**config.mk**
```make
export PLATFORM = sky130hd
export DESIGN_NAME = servo_slew_ctrl
export DESIGN_NICKNAME = d
export VERILOG_FILES = /design/src/rtl/servo_slew_ctrl.sv
export SDC_FILE = /design/constraint.sdc
export NUM_CORES = 1
export LEC_CHECK = 0
export CORE_AREA = 5 5 97 99
export CTS_BUF_LIST = sky130_fd_sc_hd__clkbuf_16
export CTS_CLUSTER_SIZE = 8
export DETAILED_ROUTE_END_ITERATION = 7
export DIE_AREA = 0 0 102 104
export PLACE_DENSITY_LB_ADDON = 0.3
export RECOVER_POWER = 100
export SETUP_SLACK_MARGIN = 0.02
export SLEW_MARGIN = 20
export SYNTH_ARGS = -nofsm -noshare
export SYNTH_HDL_FRONTEND = slang
export SYNTH_SLANG_ARGS = --single-unit
```
**constraint.sdc**
```tcl
create_clock -name i_clk -period 14.9 [get_ports i_clk]
set_input_delay 2.235 -clock i_clk [delete_from_list [all_inputs] [get_ports i_clk]]
set_output_delay 2.235 -clock i_clk [all_outputs]
set_load 0.01 [all_outputs]
```
**src/rtl/servo_slew_ctrl.sv**
```systemverilog
// servo_slew_ctrl: rate-limited position command generator for the servo PWM block.
// A new target is taken from a one-deep pending slot only on a frame boundary.
// The output VALUE then moves toward that target by at most i_step counts per frame.
// Optional build macro: SERVO_CLAMP_EN clamps each accepted target to [MIN_VALUE, MAX_VALUE].
module servo_slew_ctrl #(
    parameter int          FRAME_TICKS = 320000,
    parameter logic [9:0]  CENTER      = 10'h1FF,
    parameter logic [9:0]  MIN_VALUE   = 10'h000,
    parameter logic [9:0]  MAX_VALUE   = 10'h3FF
) (
    input  logic        i_clk,
    input  logic        i_rst_n,
    input  logic [9:0]  i_target,
    input  logic        i_target_valid,
    output logic        o_target_ready,
    input  logic [5:0]  i_step,
    input  logic        i_enable,
    output logic [9:0]  o_value,
    output logic        o_at_target,
    output logic        o_frame_tick
);

    localparam int             CW         = (FRAME_TICKS > 1) ? $clog2(FRAME_TICKS) : 1;
    localparam logic [CW-1:0]  LAST_COUNT = CW'(FRAME_TICKS - 1);

    // Motion state: IDLE while holding at target, MOVING while a slew is in progress
    localparam logic [0:0] ST_IDLE   = 1'b0;
    localparam logic [0:0] ST_MOVING = 1'b1;

    // An inverted clamp window would silently pin every target; refuse to elaborate it
    if (MIN_VALUE > MAX_VALUE) begin : g_bad_clamp_range
        $error("servo_slew_ctrl: MIN_VALUE must not exceed MAX_VALUE");
    end

    logic [CW-1:0]      r_frame_cnt;
    logic [9:0]         r_value;
    logic [9:0]         r_active;
    logic [9:0]         r_pend;
    logic               r_pend_valid;
    logic               r_at_target;
    logic [0:0]         r_state;

    logic               w_frame_tick;
    logic               w_xfer;
    logic               w_update;
    logic               w_consume;
    logic [9:0]         w_target_in;
    logic [9:0]         w_new_active;
    logic signed [10:0] w_diff;
    logic [10:0]        w_abs_diff;
    logic [9:0]         w_slewed;
    logic [9:0]         w_value_next;
    logic [9:0]         w_active_next;
    logic               w_pend_valid_next;
    logic [0:0]         w_state_next;

    assign w_frame_tick   = (r_frame_cnt == LAST_COUNT);
    assign o_frame_tick   = w_frame_tick;
    assign o_target_ready = ~r_pend_valid;
    assign o_value        = r_value;
    assign o_at_target    = r_at_target;

    // A transfer can only happen while the slot is empty, a consume only while it is full,
    // so the two never coincide.
    assign w_xfer    = i_target_valid & ~r_pend_valid;
    assign w_update  = w_frame_tick & i_enable;
    assign w_consume = w_update & r_pend_valid;

    // Frame counter: free-running 0..FRAME_TICKS-1, independent of i_enable
    always_ff @(posedge i_clk or negedge i_rst_n) begin
        if (!i_rst_n) begin
            r_frame_cnt <= '0;
        end else if (w_frame_tick) begin
            r_frame_cnt <= '0;
        end else begin
            r_frame_cnt <= r_frame_cnt + 1'b1;
        end
    end

    // Incoming target conditioning before it enters the pending slot
    always_comb begin
        w_target_in = i_target;
`ifdef SERVO_CLAMP_EN
        if (i_target < MIN_VALUE) begin
            w_target_in = MIN_VALUE;
        end else if (i_target > MAX_VALUE) begin
            w_target_in = MAX_VALUE;
        end
`endif
    end

    // Step computation against the target that becomes active at this boundary
    assign w_new_active = w_consume ? r_pend : r_active;
    assign w_diff       = $signed({1'b0, w_new_active}) - $signed({1'b0, r_value});
    assign w_abs_diff   = w_diff[10] ? 11'(-w_diff) : 11'(w_diff);

    // Move all the way when within one step (or unlimited), else one step toward target.
    // The overshoot branch is only taken when |diff| > step, so the add/subtract cannot wrap.
    always_comb begin
        w_slewed = w_new_active;
        if ((i_step != 6'd0) && (w_abs_diff > {5'b0, i_step})) begin
            if (w_diff[10]) begin
                w_slewed = r_value - {4'b0, i_step};
            end else begin
                w_slewed = r_value + {4'b0, i_step};
            end
        end
    end

    assign w_value_next  = w_update ? w_slewed : r_value;
    assign w_active_next = w_update ? w_new_active : r_active;

    // Pending slot occupancy for the next cycle
    always_comb begin
        w_pend_valid_next = r_pend_valid;
        if (w_xfer) begin
            w_pend_valid_next = 1'b1;
        end else if (w_consume) begin
            w_pend_valid_next = 1'b0;
        end
    end

    // Motion FSM next-state
    always_comb begin
        w_state_next = r_state;
        case (r_state)
            ST_IDLE: begin
                if (w_consume && (r_pend != r_value)) begin
                    w_state_next = ST_MOVING;
                end
            end
            default: begin
                if ((w_value_next == w_active_next) && !w_pend_valid_next) begin
                    w_state_next = ST_IDLE;
                end
            end
        endcase
    end

    // Pending slot storage
    always_ff @(posedge i_clk or negedge i_rst_n) begin
        if (!i_rst_n) begin
            r_pend       <= CENTER;
            r_pend_valid <= 1'b0;
        end else begin
            r_pend_valid <= w_pend_valid_next;
            if (w_xfer) begin
                r_pend <= w_target_in;
            end
        end
    end

    // Position, active target, arrival flag and motion state
    always_ff @(posedge i_clk or negedge i_rst_n) begin
        if (!i_rst_n) begin
            r_value     <= CENTER;
            r_active    <= CENTER;
            r_at_target <= 1'b1;
            r_state     <= ST_IDLE;
        end else begin
            r_value     <= w_value_next;
            r_active    <= w_active_next;
            r_at_target <= (w_value_next == w_active_next) && !w_pend_valid_next;
            r_state     <= w_state_next;
        end
    end

endmodule

```
Yosys cells after proc, flatten, opt, wreduce, memory -nomap -nowiden
Index checks and enable logic that the tools add are counted.

Bits in registers: 51. Bits of input ports: 20. Output and inout port bits: 13. Logic and storage cells: 31.

$add $sub $neg: 5. Magnitude comparators: 1. Equal/unequal tests: 2. Mux-type cells: 9. Bitwise logic cells: 4. Reductions and logical operators: 4.

Operator list (number): $mux W10 (5); $add A19 B1 Y19 const B (1); $eq A19 B19 Y1 const B (1); $mux W19 (1); $gt A11 B6 Y1 (1); $mux W11 (1); $neg A11 Y11 (1); $sub A10 B10 Y11 (1); $add A10 B6 Y10 (1); $eq A10 B10 Y1 (1); $sub A10 B6 Y10 (1); $reduce_bool A6 Y1 (1); $and A1 B1 Y1 (3); $logic_and A1 B1 Y1 (2); $mux W1 (2); $logic_not A1 Y1 (1); $not A1 Y1 (1).

Logic depth before layout (Yosys ltp)
Gate-level depths: netlist of run 1.

Depth in word-level cells: 13. Mapped depth: 26. Gate-level depth less buffers: 23.

Worst setup path after synthesis of run 1
Ideal clock, no wire load.

Kind: input to register. Start point: input i_enable. End point: register r_at_target (netlist: o_at_target). Library setup time: 0.094 ns. Data arrival time: 6.947 ns. Data required time: 14.806 ns. Slack: 7.859 ns. Stages: 23. Path buffers: 3. Cell sequence: inv_1 -> or4_1 -> buf_4 -> buf_2 -> mux2i_1 -> inv_1 -> ha_1 -> a2111oi_0 -> a211oi_1 -> or2_2 -> clkbuf_1 -> nor2_1 -> a21o_1 -> inv_1 -> ha_1 -> nor2b_1 -> o2111a_1 -> o31a_1 -> o22ai_1 -> xor2_1 -> xnor2_1 -> nand4_1 -> a311oi_1.

Longest elaborated chain between the ends: 12. Elaborated cells between the ends (all ways): 17. Those cells by class: 2 x add/sub; 1 x order compare; 1 x eq/ne; 8 x mux; 2 x bitwise; 3 x reduce/logical.

Ends and longest elaborated chain: start, declared (RTL line 17) `input logic i_enable,`; $and A1 B1 Y1 * (RTL line 66) `assign w_update = w_frame_tick & i_enable;`; $and A1 B1 Y1 (RTL line 67) `assign w_consume = w_update & r_pend_valid;`; $mux W10 (RTL line 93) `assign w_new_active = w_consume ? r_pend : r_active;`; $sub A10 B10 Y11 (RTL line 94) `assign w_diff = $signed({1'b0, w_new_active}) - $signed({1'b0, r_value});`; $neg A11 Y11 (RTL line 95) `assign w_abs_diff = w_diff[10] ? 11'(-w_diff) : 11'(w_diff);`; $mux W11 (RTL line 95); $gt A11 B6 Y1 (RTL line 101) `if ((i_step != 6'd0) && (w_abs_diff > {5'b0, i_step})) begin`; $logic_and A1 B1 Y1 (RTL line 101); $mux W10 (RTL line 101); $mux W10 (RTL line 110) `assign w_value_next = w_update ? w_slewed : r_value;`; $eq A10 B10 Y1 (RTL line 163) `r_at_target <= (w_value_next == w_active_next) && !w_pend_valid_next;`; $logic_and A1 B1 Y1 * (RTL line 163); end signal, assigned (RTL line 163); end, declared (RTL line 40) `logic r_at_target;`.

Every way passes the cells marked *; elsewhere a longest branch is shown, timed or not. A chain may end at the register's enable or synchronous reset.

Final worst setup path of run 1
Start point: input i_enable. End point: register r_value[9] (netlist: o_value[9]).

Longest elaborated chain between the ends: 10. Elaborated cells between the ends (all ways): 11. Those cells by class: 2 x add/sub; 1 x order compare; 5 x mux; 2 x bitwise; 1 x reduce/logical.

Ends and longest elaborated chain: $and A1 B1 Y1 * (RTL line 66); $and A1 B1 Y1 (RTL line 67); $mux W10 (RTL line 93); $sub A10 B10 Y11 (RTL line 94); $neg A11 Y11 (RTL line 95); $mux W11 (RTL line 95); $gt A11 B6 Y1 (RTL line 101); $logic_and A1 B1 Y1 (RTL line 101); $mux W10 (RTL line 101); $mux W10 * (RTL line 110); named net w_value_next[9] (RTL line 52) `logic [9:0] w_value_next;`; end signal, assigned (RTL line 161) `r_value <= w_value_next;`; end, declared (RTL line 36) `logic [9:0] r_value;`.

The timed path passes the listed nets; every way through them passes the cells marked *.

==> run metrics, run 1 <==
final setup vio count 0; routed vias/inst slightly below 6; Syn Inst Count 432; Initial DRC Count approximately 230; worst r2r path cells 22; final worst path period share 0.562; Top FF cell, synth dfstp_2; RePlAce Congestion between 0.9 and 1; Min Hold Slack between 0.4 and 0.5 ns; Post-CTS Resized 0; CTS tree yes; WL/cell 16.5 um; Area Overhead vs Synth 14.0%; initial antenna violation count 0; max-slew violation count 52; HP Start r_frame_cnt[8]; count of different cell masters after synthesis 54; Port Buffers 32; register area share after synthesis 0.329; Critical Path RT around 15 ns; syn avg cell area slightly above 9 um^2; layout cells sized above 1 0.140; WL final between 9000 and 10000 um; die area ~11000 um^2; Sink Count 51; ANT nets after route 0; final hold violations 0; Worst Max-Slew Pin Slew about 2.7 ns; r2r setup slk 8.21 ns; reg2reg start r_frame_cnt[10]; gr usage total 0.180; CTS clk-pin slew, worst paths around 0.07 ns; Seq. cell area between 1000 and 1500 um^2; Post-synth EDFFs 0; cts hold-fix bufs 0; CP endpoint kind register; Peak VDD IR 82.7 uV; max_cap viols 1; first-pass GRT wire length approximately 16000 um; Leak 2.00 nW; Hold Path Sink r_frame_cnt[8]; final std cells w/o fill between 500 and 600; DRC 0; WP data arrival roughly 8.6 ns; CP startpoint i_enable; async set-or-reset flop fraction in the synthesized netlist 1.00; setup TNS 0 ns; number of primary I/O pins 33; clock latency on the worst-skew pair between 0.2 and 0.3 ns; Hold WC Path Type register to register; Filler cells 775; post-DP HPWL about 7300 um; Synth Register Bits 51; CTS Buffer Depth 2; failing checks max-capacitance violations, max-slew violations; Hold Path Cell Cnt 1; # rows 34; Inst Count DP between 500 and 600; worst-path maximum fanout 18; root buf cell clkbuf_16; Die X 102 um; final net count 514; # diodes 0; Warnings, synthesis 0; Setup CP Type input pin to register; Synth Net Count between 400 and 500; largest net degree at the start of global routing 52; total gr overflow 0; RR Endpoint o_value[9]; total number of vias approximately 3300; Netlist Area Pre-Place about 4000 um^2; status complete, but fails checks; Pre-antenna DRT Iters 6; multi-input combinational cell area ~2500 um^2; Clock Skew approximately 0.0086 ns; max frequency approximately 0.12 GHz; vias in the first global route 3218; Tmin final ~8.4 ns; CTS H-tree depth 2; PwrDens between 70 and 80 nW/um^2; CP Launch Type input pin; buffer count from post-CTS setup fixing 0; Initial Util 0.471; RSZ-0062 raised after global routing no; CTS Buf Count 5; core area about 8500 um^2; slew margin rel. -0.771; Die Y between 100 and 150 um
[layout by cell type (no fill, tap or decap), types with 11 or more instances in the layout]
master	netlist	final
inv_1	28	29
dfstp_2	28	25
a31oi_1	12	12
nand4_1	17	17
dlygate4sd3_1	0	12
nand2_1	25	25
nor2_1	40	40
clkdlybuf4s50_1	0	19
o21ai_0	12	12
dfrtp_1	23	23
ha_1	29	29
nand3_1	11	11
xor2_1	27	27
mux2_2	23	22
xnor2_1	28	28
[cells by family (layout without fill, tap and decap cells)]
| group | count (synthesis) | in the layout | share of synthesized area |
|---|---|---|---|
| buf+inv | 39 | 71 | 0.0386 |
| fa+ha+maj | 31 | 31 | 0.101 |
| flops | 51 | 51 | 0.329 |
| xor+xnor | 55 | 55 | 0.121 |
| simple gates | 141 | 141 | 0.180 |
| compound gates | 87 | 87 | 0.152 |
| mux | 28 | 28 | 0.0787 |
[power breakdown]
part / switching, mW / total (mW) / internal (mW)
Sequential: 0.00577 / 0.153 / 0.147
Combinational: 0.0474 / 0.0860 / 0.0386
Clock: 0.0499 / 0.112 / 0.0618
Total: 0.103 / 0.351 / 0.248
[worst max-delay path: stages]
cell           delay [ns]
dlygate4sd3_1        0.55
inv_1                0.06
or4_1                0.89
mux2i_1              0.32
ha_1                 0.30
fa_1                 0.40
nand2b_1             0.20
a21bo_2              0.23
a211oi_1             0.45
or2_0                0.46
nor2_1               0.08
a21oi_1              0.19
ha_1                 0.28
nor2b_1              0.13
o21a_1               0.16
o21a_1               0.16
o21ai_0              0.14
a21oi_1              0.11
o21ai_0              0.20
clkbuf_1             0.51
a32oi_1              0.20
a221o_1              0.29
[Yosys cell counts, types with 2 or more instances]
| cell | n | area (um^2) |
|---|---|---|
| mux2_2 | 23 | 259 |
| a31o_2 | 3 | 26.3 |
| o2111a_1 | 2 | 22.5 |
| a21oi_1 | 10 | 50.1 |
| xor2_1 | 27 | 236 |
| and3_1 | 3 | 18.8 |
| or2_2 | 4 | 25.0 |
| nor2_1 | 40 | 150 |
| nand2b_1 | 5 | 31.3 |
| nand3b_1 | 2 | 15.0 |
| nand4_1 | 17 | 106 |
| and4_1 | 3 | 26.3 |
| nor3_1 | 6 | 30.0 |
| a211oi_1 | 3 | 22.5 |
| o22ai_1 | 5 | 31.3 |
| o211ai_1 | 3 | 22.5 |
| mux2i_1 | 4 | 40.0 |
| or3_1 | 5 | 31.3 |
| dfstp_2 | 28 | 736 |
| o21ai_0 | 12 | 60.1 |
| ha_1 | 29 | 363 |
| a31oi_1 | 12 | 75.1 |
| a21o_1 | 4 | 30.0 |
| o31a_1 | 2 | 17.5 |
| buf_2 | 3 | 15.0 |
| inv_1 | 28 | 105 |
| a32oi_1 | 2 | 17.5 |
| o21a_1 | 10 | 75.1 |
| nor4_1 | 7 | 43.8 |
| nand3_1 | 11 | 55.1 |
| and2_1 | 4 | 25.0 |
| o31ai_1 | 8 | 60.1 |
| clkbuf_1 | 7 | 26.3 |
| nor2b_1 | 6 | 37.5 |
| nand2_1 | 25 | 93.8 |
| fa_1 | 2 | 40.0 |
| dfrtp_1 | 23 | 576 |
| xnor2_1 | 28 | 245 |
[cell type report]
class	count	share of cell area
clock inverter	3	0.00358
multi-input combinational	342	0.555
timing repair buffer	35	0.0726
inverter	28	0.0231
clock buffer	5	0.0275
tap	108	0.0297
sequential	51	0.288
[worst max-delay path by stage]
stage | depth (start not counted) | slack (ns) | to
finish | 22 | 6.53 | o_value[9]
CTS | 21 | 7.04 | o_at_target
global route | 22 | 6.06 | o_at_target
floorplan | 23 | 7.86 | o_at_target
global placement | 21 | 6.79 | o_at_target
detailed placement | 21 | 6.74 | o_at_target
[per-layer routing]
metal / global-route usage / part of all wire / up-vias
li1: - / - / 1621
met1: 0.262 / 0.48 / 1575
met2: 0.281 / 0.46 / 100
met3: 0.0174 / 0.041 / 14
met4: 0.0525 / 0.021 / 0
met5: 0 / 0 / -
[state kept, by name, indices dropped and copies added (netlist names)]
name / flops
r_active: 10
r_frame_cnt: 19
o_at_target: 1
r_pend: 10
r_pend_valid: 1
o_value: 10
[through the flow]
step | power, mW | util | instance area (um^2) | setup WS (ns)
3_3_place_gp | 0.240 | 0.522 | 4420 | 6.79
5_1_grt | 0.370 | 0.537 | 4550 | 6.06
3_5_place_dp | 0.242 | 0.522 | 4420 | 6.74
2_1_floorplan | 0.214 | - | 3990 | 7.86
6_report | 0.351 | 0.537 | 4550 | 6.53
4_1_cts | 0.354 | 0.538 | 4560 | 7.04
Power figures use the tool's default switching activity.
==> run 2, diff against run 1 <==
==> constraint.sdc (replaced) <==
create_clock -name i_clk -period 6.71 [get_ports i_clk]
set_input_delay 1.0065 -clock i_clk [delete_from_list [all_inputs] [get_ports i_clk]]
set_output_delay 1.0065 -clock i_clk [all_outputs]
set_load 0.01 [all_outputs]
==> run metrics, run 2 (synthesized netlist as in run 1, its figures left out) <==
Peak VDD IR approximately 150 uV; CP Cell Sequence clkdlybuf4s50_1, inv_1, or4_1, buf_4, mux2_2, inv_1, fa_1, nand2b_1, a21bo_2, a211oi_1, or2_2, nor2_1, a21oi_1, ha_1, nor2b_1, o21a_1, o21a_1, o21ai_0, a21oi_1, o21ai_0, clkbuf_1, a32oi_1, a221o_1; final net count 520; die area between 10000 and 15000 um^2; CTS H-tree depth 2; Pre-antenna DRT Iters 5; clock latency on the worst-skew pair 0.29 ns; Port Buffers 32; Initial Util 0.471; post-DP HPWL a little over 7000 um; largest net degree at the start of global routing 52; CTS clk-pin slew, worst paths 0.07 ns; first-pass GRT wire length around 15000 um; slew margin rel. -0.809; Die X approximately 100 um; post-layout util 0.541; failing checks max-capacitance violations, max-slew violations; max_cap viols 1; Worst Max-Slew Pin Slew ~2.7 ns; RSZ-0062 raised after global routing no; Clock Skew 0.00675 ns; final hold violations 0; initial antenna violation count 0; CP peak stage delay ~0.51 ns; slowest cell on the critical path or4_1; setup TNS 0 ns; WL/cell 15.7 um; Pwr Total between 700 and 800 uW; CP Launch Type input pin; # rows 34; max frequency roughly 0.16 GHz; PwrDens about 170 nW/um^2; worst-path maximum fanout 15; CTS Buffer Depth 2; Sink Count a little over 50; final setup vio count 0; # diodes 0; vias in the first global route between 3000 and 4000; Area Overhead vs Synth 14.8%; CP bufs+invs 5; most frequent cells in the layout nor2_1 (40), inv_1 (29), ha_1 (29), xnor2_1 (28), xor2_1 (27); Tmin final 6.20 ns; total number of vias around 3300; Die Y about 100 um; CP top delay family compound AO/OA/AOI/OAI gates; CTS tree yes; DRC 0; RePlAce Congestion between 0.9 and 1; Filler cells between 700 and 800; CP endpoint kind register; root buf cell clkbuf_16; ANT nets after route 0; gr usage total 0.177; Setup CP Type input pin to register; CTS Buf Count 5; cell area after layout 4580 um^2; Area after DPL 4470 um^2; total gr overflow 0; layout cells sized above 1 0.145; core area ~8500 um^2; pre-CTS WS roughly 0.32 ns; Leak ~2.0 nW; Initial DRC Count around 240; max reg flops 19; WP data arrival 6.37 ns; max-slew violation count 52; status complete, but fails checks; Reg with most FFs r_frame_cnt; Hold WC Path Type register to register; Critical Path RT 6.89 ns; WL final ~9000 um; final worst slack roughly 0.51 ns; number of primary I/O pins 33; commonest non-fill, non-tap cell in the layout nor2_1; final worst path period share 0.924; routed vias/inst ~5.7
==> run 2: timing repair <==
action                     4_1_cts  5_1_grt
hold buffers                     0        0
hold endpoints to repair         0        0
setup endpoints to repair        0        1
gates resized for setup          0        1
setup buffers                    0        0
==> run 2: per-stage QoR <==
step	hold slack, ns	instances
floorplan	0.439	432
global placement	0.457	570
detailed placement	0.458	570
CTS	0.473	578
global route	0.496	578
finish	0.474	578
==> run 2: worst register-to-register path, stage by stage (launching register included) <==
cell	delay, ns
dfrtp_1	0.42
nor4_1	0.29
nand4_1	0.18
or4_1	0.50
buf_4	0.22
mux2_2	0.30
inv_1	0.08
fa_1	0.44
nand2b_1	0.21
a21bo_2	0.23
a211oi_1	0.25
or2_2	0.27
nor2_1	0.06
a21oi_1	0.13
ha_1	0.26
nor2b_1	0.14
o21a_1	0.16
o21a_1	0.15
o21ai_0	0.13
a21oi_1	0.12
o21ai_0	0.16
clkbuf_1	0.51
a32oi_1	0.19
a221o_1	0.30
==> run 2: final cells by class <==
type / count / area [um^2] / area share
Tap cell: 108 / 135 / 0.0295
Clock buffer: 5 / 125 / 0.0273
Multi-Input combinational cell: 342 / 2530 / 0.552
Inverter: 28 / 105 / 0.0229
Sequential cell: 51 / 1310 / 0.286
Timing Repair Buffer: 41 / 360 / 0.0786
Clock inverter: 3 / 17.5 / 0.00382
==> run 2: worst paths after layout <==
path | from | end | slack, ns | cells after the start
max in group asynchronous | i_rst_n | r_frame_cnt[5] | 3.50 | 2
max reg2reg | r_frame_cnt[9] | o_value[9] | 0.89 | 23
min reg2reg | r_frame_cnt[8] | r_frame_cnt[8] | 0.47 | 1
min in group asynchronous | i_rst_n | r_pend_valid | 1.69 | 2
max | i_enable | o_value[9] | 0.51 | 23
min | r_frame_cnt[8] | r_frame_cnt[8] | 0.47 | 1
==> run 2: per-layer routing <==
metal / GRT usage / wire, um / part of all wire
met2: 0.275 / 4150 / 0.46
met5: 0 / 0 / 0
met4: 0.0553 / 185 / 0.020
met1: 0.254 / 4300 / 0.48
met3: 0.0235 / 412 / 0.046
==> run 2: power breakdown <==
part | switching, mW | internal [mW] | leakage [nW] | total, mW
sequential | 0.0129 | 0.327 | 0.591 | 0.340
clock | 0.110 | 0.137 | 0.0750 | 0.246
combinational | 0.104 | 0.0858 | 1.35 | 0.189
total | 0.226 | 0.550 | 2.02 | 0.776
==> run 3, diff against run 2 <==
--- a/config.mk
+++ b/config.mk
@@ -5,11 +5,12 @@
 export SDC_FILE = /design/constraint.sdc
 export NUM_CORES = 1
 export LEC_CHECK = 0
-export CORE_AREA = 5 5 97 99
+export ABC_CLOCK_PERIOD_IN_PS = 6710
+export CORE_AREA = 5 5 106 108
 export CTS_BUF_LIST = sky130_fd_sc_hd__clkbuf_16
 export CTS_CLUSTER_SIZE = 8
 export DETAILED_ROUTE_END_ITERATION = 7
-export DIE_AREA = 0 0 102 104
+export DIE_AREA = 0 0 111 113
 export PLACE_DENSITY_LB_ADDON = 0.3
 export RECOVER_POWER = 100
 export SETUP_SLACK_MARGIN = 0.02
==> run metrics, run 3 (synthesized netlist as in run 1, its figures left out) <==
status complete, but fails checks; failing checks max-capacitance violations, max-slew violations; gr usage total 0.154; final setup vio count 0; Initial DRC Count approximately 210; number of primary I/O pins 33; max_cap viols 1; total number of vias 3315; Area Overhead vs Synth 16.7%; clock latency on the worst-skew pair ~0.29 ns; final net count between 500 and 600; CP endpoint kind register; layout cells sized above 1 0.159; CP most frequent cell o21a_1; max frequency around 0.16 GHz; max-slew violation count 52; final worst path period share 0.935; final hold violations 0; Seq. cell area about 1300 um^2; ANT nets after route 0; setup TNS 0 ns; Initial Util 0.394; Critical Path RT 6.94 ns; initial antenna violation count 0; CTS H-tree depth 2; root buf cell clkbuf_16; Worst Max-Slew Pin Slew ~2.7 ns; most frequent cells in the layout nor2_1 (40), ha_1 (29), inv_1 (28), xnor2_1 (28); # diodes 0; multi-input combinational cell area 2530 um^2; buffer count from post-CTS setup fixing 0; Setup CP Type input pin to register; CTS clk-pin slew, worst paths approximately 0.07 ns; CP peak stage delay 0.62 ns; DRC 0; WL final 9430 um; post-DP HPWL approximately 7500 um; Die Y roughly 110 um; slew margin rel. -0.767; WP data arrival roughly 6.5 ns; Hold WC Path Type register to register; Filler cells 976; CTS tree yes; RSZ-0062 raised after global routing no; Die X ~110 um; core area a little over 10000 um^2; cts hold-fix bufs 0; PwrDens 175 nW/um^2; CP Launch Type input pin; vias in the first global route 3350; commonest non-fill, non-tap cell in the layout nor2_1; Clock Skew a little under 0.01 ns; Reg with most FFs r_frame_cnt; final std cells w/o fill between 600 and 700; Leak 2.05 nW; Sink Count 51; total gr overflow 0; first-pass GRT wire length between 15000 and 20000 um; CTS Buf Count 5; CP Cell Sequence clkdlybuf4s50_1, inv_1, or4_1, buf_4, mux2_2, ha_1, a2111oi_1, a211oi_2, or2_2, a21oi_1, ha_1, nor2b_1, o21a_1, o21a_1, o21ai_0, a21oi_1, o21a_1, nor3_1, a221o_1; worst-path maximum fanout 15; largest net degree at the start of global routing between 50 and 60; Pre-antenna DRT Iters 5; routed vias/inst about 5.5; # rows 37; Port Buffers 32; Peak VDD IR 169 uV; Inst Count DP ~600; die area between 10000 and 15000 um^2; max reg flops 19; Tmin final ~6.3 ns; post-layout util 0.459; CTS Buffer Depth 2; slowest cell on the critical path nor3_1; RePlAce Congestion 0.919; WL/cell ~16 um
-- run 3: changes by cell type in the layout (fill, tap and decap cells not counted), sizes merged --
| cell | previous run | this run |
|---|---|---|
| bufinv | 0 | 1 |
| clkdlybuf4s50 | 21 | 18 |
| buf | 4 | 7 |
| dlygate4sd3 | 10 | 13 |
| inv | 29 | 28 |
| clkbuf | 11 | 9 |
-- run 3: final cells by class --
cell class                      count  share of cell area
Inverter                           28              0.0226
Tap cell                          136              0.0365
Timing Repair Buffer               42              0.0806
Multi-Input combinational cell    342               0.543
Clock inverter                      3             0.00940
Clock buffer                        5              0.0269
Sequential cell                    51               0.281
-- run 3: per-stage QoR --
stage                     power, mW  hold slack (ns)  cell area [um^2]  setup slack, ns
after floorplan               0.474            0.439              3990            0.897
after global placement        0.534            0.458              4500            0.282
after global routing          0.863            0.499              4660           0.0440
after detailed placement      0.538            0.461              4500            0.230
after CTS                     0.827            0.474              4670            0.515
final                         0.816            0.471              4660            0.437
-- run 3: routing by layer --
metal | track usage | up-vias | wire, um | part of all wire
met5 | 0 | - | 0 | 0
met4 | 0.0476 | 0 | 119 | 0.013
met3 | 0.0176 | 9 | 249 | 0.026
met2 | 0.263 | 74 | 4540 | 0.48
met1 | 0.206 | 1587 | 4530 | 0.48
li1 | - | 1645 | - | -
-- run 3: power by group --
part           switching [mW]  internal (mW)  total (mW)  leakage (nW)
registers              0.0126          0.328       0.340         0.591
logic                   0.104         0.0876       0.192          1.37
clock network           0.108          0.176       0.283        0.0838
-- run 3: repair_timing --
action | CTS | global route
gates resized for setup | 0 | 2
setup endpoints to repair | 0 | 1
hold endpoints to repair | 0 | 0
-- run 3: path summary, 6_finish.rpt --
kind                                start              to  slack, ns  depth (start not counted)
max                              i_enable      o_value[9]       0.44                         19
min                        r_frame_cnt[8]  r_frame_cnt[8]       0.47                          1
max reg2reg                r_frame_cnt[9]      o_value[9]       0.82                         19
min reg2reg                r_frame_cnt[8]  r_frame_cnt[8]       0.47                          1
max in group asynchronous         i_rst_n  r_frame_cnt[4]       3.57                          2
min in group asynchronous         i_rst_n    r_pend_valid       1.66                          2
-- run 3: worst max-delay path: cells and delay by family --
kind            cells  cell delay (ns)
buf+inv             3             0.76
mux                 1             0.33
fa+ha+maj           2             0.57
simple gates        4             1.67
compound gates      9             2.16
